$ cat src/rtl/mult_accumulator.sv
// Saturating burst accumulator fed by the 4x4 Wallace tree product.
// Registers each accepted product once, then adds it into acc on the next edge.
module mult_accumulator #(
  parameter int ACC_W = 12
) (
  input  logic             clk,
  input  logic             rst,
  input  logic             start,
  input  logic [3:0]       len,
  input  logic             in_valid,
  output logic             in_ready,
  input  logic [7:0]       prod,
  output logic             out_valid,
  input  logic             out_ready,
  output logic [ACC_W-1:0] acc_out,
  output logic             overflow,
  output logic             busy
);

  typedef enum logic [1:0] {
    IDLE,
    ACC,
    DRAIN,
    DONE
  } state_t;

  state_t           state_q, state_d;
  logic [4:0]       cnt_q, cnt_d;
  logic [ACC_W-1:0] acc_q, acc_d;
  logic             ovf_q, ovf_d;
  logic [7:0]       p_q, p_d;
  logic             pv_q, pv_d;
  logic [ACC_W:0]   sum;
  logic             beat;

  assign in_ready  = (state_q == ACC);
  assign out_valid = (state_q == DONE);
  assign busy      = (state_q != IDLE);
  assign acc_out   = acc_q;
  assign overflow  = ovf_q;

  always_comb begin
    state_d = state_q;
    cnt_d   = cnt_q;
    acc_d   = acc_q;
    ovf_d   = ovf_q;
    p_d     = p_q;
    pv_d    = pv_q;
    beat    = in_valid & in_ready;
    sum     = {1'b0, acc_q} + {{(ACC_W-7){1'b0}}, p_q};

    // extra carry bit marks saturation
    if ((state_q == ACC || state_q == DRAIN) && pv_q) begin
      if (sum[ACC_W]) begin
        acc_d = '1;
        ovf_d = 1'b1;
      end else begin
        acc_d = sum[ACC_W-1:0];
      end
    end

    unique case (state_q)
      IDLE: begin
        if (start) begin
          cnt_d   = (len == 4'd0) ? 5'd16 : {1'b0, len};
          acc_d   = '0;
          ovf_d   = 1'b0;
          pv_d    = 1'b0;
          state_d = ACC;
        end
      end
      ACC: begin
        pv_d = beat;
        if (beat) begin
          p_d   = prod;
          cnt_d = cnt_q - 5'd1;
          if (cnt_q == 5'd1) state_d = DRAIN;
        end
      end
      DRAIN: begin
        pv_d    = 1'b0;
        state_d = DONE;
      end
      DONE: begin
        if (out_ready) state_d = IDLE;
      end
      default: state_d = IDLE;
    endcase
  end

  always_ff @(posedge clk) begin
    if (rst) begin
      state_q <= IDLE;
      cnt_q   <= '0;
      acc_q   <= '0;
      ovf_q   <= 1'b0;
      p_q     <= '0;
      pv_q    <= 1'b0;
    end else begin
      state_q <= state_d;
      cnt_q   <= cnt_d;
      acc_q   <= acc_d;
      ovf_q   <= ovf_d;
      p_q     <= p_d;
      pv_q    <= pv_d;
    end
  end

endmodule
$ cat config.mk
export PLATFORM = sky130hd
export DESIGN_NAME = mult_accumulator
export DESIGN_NICKNAME = d
export VERILOG_FILES = /design/src/rtl/mult_accumulator.sv
export SDC_FILE = /design/constraint.sdc
export NUM_CORES = 1
export LEC_CHECK = 0
export BUFFER_PORTS_ARGS = -buffer_cell sky130_fd_sc_hd__buf_2
export CAP_MARGIN = 20
export CELL_PAD_IN_SITES_DETAIL_PLACEMENT = 1
export CELL_PAD_IN_SITES_GLOBAL_PLACEMENT = 2
export CORE_MARGIN = 8
export CORE_UTILIZATION = 25
export DETAILED_ROUTE_END_ITERATION = 10
export HOLD_SLACK_MARGIN = 0.15
export PLACE_DENSITY = 0.7
export REMOVE_ABC_BUFFERS = 1
export SYNTH_ARGS = -nofsm -noshare
export SYNTH_HDL_FRONTEND = slang
export SYNTH_SLANG_ARGS = --single-unit
$ cat constraint.sdc
create_clock -name clk -period 6.4 [get_ports clk]
set_clock_uncertainty 0.2 [all_clocks]
set_input_delay 0.64 -clock clk [delete_from_list [all_inputs] [get_ports clk]]
set_output_delay 0.64 -clock clk [all_outputs]
set_load 0.02 [all_outputs]
==> reports/qor.yml <==
worst_hold_path:
  hold_depth: 2
  worstHoldPathType: "reg -> reg"
worst_setup_path:
  worst_setup_path_start_kind: "register"
  cp-end-kind: "register"
  cp_slowest_stage_delay_ns: 0.43
  worstSetupPathType: "reg -> reg"
  cp_data_required_time_ns: 6.35
  crit_chain: "ha_1 -> fa_1 -> a211oi_1 -> o21ai_0 -> nand3_1 -> or2_4 -> a41oi_1"
  worst-path-buf-inv: 0
  cp_slowest_cell: "fa_1"
  reg2regPathDepth: 7
  crit_arrival_ns: 2.30
  cp_top_family: "adder cells"
  path_max_fanout: 6
  worst-path-stages: 7
power:
  power_leakage_uw: 0.000906
  swShare_pct: 40.4
  combPwrFrac_pct: 40.7
  power_density_nw_per_um2: 313
  clock_power_share_pct: 22.9
  p_int_uw: 383
  p_sw_uw: 259
  p_seq_share_pct: 36.5
  peakVddDrop_uv: 140
placement:
  portBuffers: 32
  dpl.hpwl_mm: 3.86
  gp_congestion: 0.775
clock_network:
  cts-root-buf: "clkbuf_8"
  cts_resized: 0
  clockBufferDepth: 2
  cts_hold_buf: 0
  cts_sinks: 29
  clk_pin_slew_worst_paths_ns: 0.06
  post_cts_buffers: 0
  tritoncts.num_buffers: 5
  clk_latency_ns: 0.27
  cts_max_level: 2
  cts_tree: "done"
floorplan:
  die_w_um: 99.5
  die_h_um: 99.5
  fp.dieArea_um2: 9900
  start_util_pct: 25.8
  io_pins: 33
  std_cell_rows: 30
  core_um2: 6760
flow_run:
  max-cap-violations: 0
logic_synthesis:
  netlist_instances: 217
  synth.cell_area_um2: 1740
  synthFlopType: "dfxtp_1"
  synth-warning-count: 0
  syn_area_per_cell_um2: 8.03
  synth_seq_cells: 29
  async_flop_share_pct: 0
  synth_cell_types: 44
  synth_edf_count: 0
  ys_seq_area_share_pct: 33.3
timing:
  period_minus_slack_ns: 2.35
  max_slew.worst_pin.slew_ns: 0.479
  drv_slew: 0
  finalCritPeriodShare_pct: 36.7
  setup_violations: 0
  timing.fmax_ghz: 0.426
  finalHoldViolations: 0
  rsz0062_at_grt: "no"
  maxSlewHeadroom_pct: 68.1
  fin_setup_tns_ns: 0
cells_and_area:
  post_route_cells_drive_above_1_share_pct: 17.2
  nets: 281
  syn_to_final_growth_pct: 17.7
  insertedDiodeCount: 0
  fin_util_pct: 30.4
  fill_cells: 839
detailed_routing:
  wirelength_mm: 4.90
  drt-wirelength-per-cell_um: 14.8
  vias_per_cell: 4.98
  ant_nets: 0
  first_iter_violations: 35
  drcViolationCount: 0
  vias: 1642
  drtPass1Iterations: 4
global_routing:
  overflow: 0
  antenna_found_initial: 0
  grt_pass1_vias: 1718
  grt_max_degree: 19
  grt_pass1_wl_mm: 8.27
  groute.usage.overall_pct: 10.4
run_status:
  status: "finished clean"
==> path summary, 6_finish.rpt <==
check,start,end,slack [ns]
worst min-delay path,overflow$_SDFF_PP0_,overflow$_SDFF_PP0_,0.25
worst max-delay path,acc_out[0]$_SDFF_PP0_,acc_out[9]$_SDFF_PP0_,4.05
worst min register to register,overflow$_SDFF_PP0_,overflow$_SDFF_PP0_,0.25
worst max register to register,acc_out[0]$_SDFF_PP0_,acc_out[9]$_SDFF_PP0_,4.05
==> layout make-up <==
class                   count  area (um2)  share of cell area [%]
multi-input cells         168        1080                    52.7
repair buffers             32         160                    7.81
clock buffers               8        80.1                    3.90
flip-flops and latches     29         581                    28.3
well taps                  80         100                    4.88
inverters                  13        48.8                    2.38
==> per-layer routing <==
layer  GRT usage [%]  vias up  share of wire, %
met4            3.73        0               1.7
met1            12.8      767                48
met2            16.7       32                45
met5               0        -                 0
li1                -      837                 -
met3            2.93        6               5.1
==> synth_stat cells (all sizes together), types with 2 or more instances <==
cell / number / area [um2]
nand4: 2 / 12.5
o21ai: 10 / 50.1
xnor2: 3 / 26.3
nand2: 36 / 135
mux2i: 2 / 20.0
nor3: 7 / 35.0
ha: 14 / 175
o21a: 3 / 22.5
nand2b: 2 / 20.0
nor2b: 3 / 18.8
a31oi: 4 / 25.0
buf: 5 / 25.0
nor2: 15 / 56.3
nand3: 4 / 25.0
or2: 2 / 15.0
dfxtp: 29 / 581
inv: 13 / 48.8
a21oi: 26 / 145
xor2: 2 / 17.5
a211oi: 4 / 30.0
clkbuf: 2 / 7.51
or3: 3 / 18.8
a21o: 7 / 52.6
o221a: 5 / 56.3
==> state kept, by name, indices dropped and copies added (netlist names) <==
| register | count |
|---|---|
| p_q | 8 |
| acc_out | 12 |
| pv_q | 1 |
| cnt_q | 5 |
| state_q | 2 |
| overflow | 1 |
==> metrics by stage <==
| step | hold WS [ns] | setup slack [ns] | std cells | area (um2) | total power, uW |
|---|---|---|---|---|---|
| floorplan | 0.234 | 4.16 | 210 | 1710 | 428 |
| global placement | 0.242 | 4.11 | 322 | 1970 | 502 |
| CTS | 0.256 | 4.04 | 330 | 2050 | 654 |
| finish | 0.251 | 4.05 | 330 | 2050 | 642 |
| global route | 0.263 | 3.87 | 330 | 2050 | 702 |
| detailed placement | 0.246 | 4.04 | 322 | 1970 | 503 |
==> layout by cell type, fill, tap and decap left out, types with 3 or more instances in the layout <==
master    count
nand3_1       3
a21o_1        7
clkbuf_1      3
inv_1        12
nor2_1       15
nand2_1      36
ha_1         14
a31oi_1       4
clkbuf_8      5
a211oi_1      4
or3_1         3
o21ai_0      10
a21oi_1      24
o221a_1       5
o21a_1        3
xnor2_1       3
nor3_1        7
dfxtp_1      29
nor2b_1       3
buf_2        32
==> worst register-to-register path: stages, from the launching register on <==
cell	delay, ns
dfxtp_1	0.32
ha_1	0.22
fa_1	0.43
a211oi_1	0.37
o21ai_0	0.16
nand3_1	0.23
or2_4	0.18
a41oi_1	0.10
==> logic make-up after synthesis <==
kind of cell    after synthesis  share of synthesized area [%]
xor+xnor                      5                           2.51
simple gates                 78                           21.0
compound gates               68                           26.1
fa+ha+maj                    15                           11.2
buf+inv                      20                           4.67
flops                        29                           33.3
mux                           2                           1.15
==> power groups by stage <==
stage	logic (uW)	clock network, uW	registers (uW)
4_1_cts	266	153	235
5_1_grt	302	161	238
6_report	261	147	234
3_5_place_dp	265	0	238
2_1_floorplan	196	0	233
3_3_place_gp	264	0	238
No activity file was read; power rests on OpenSTA's default activity.
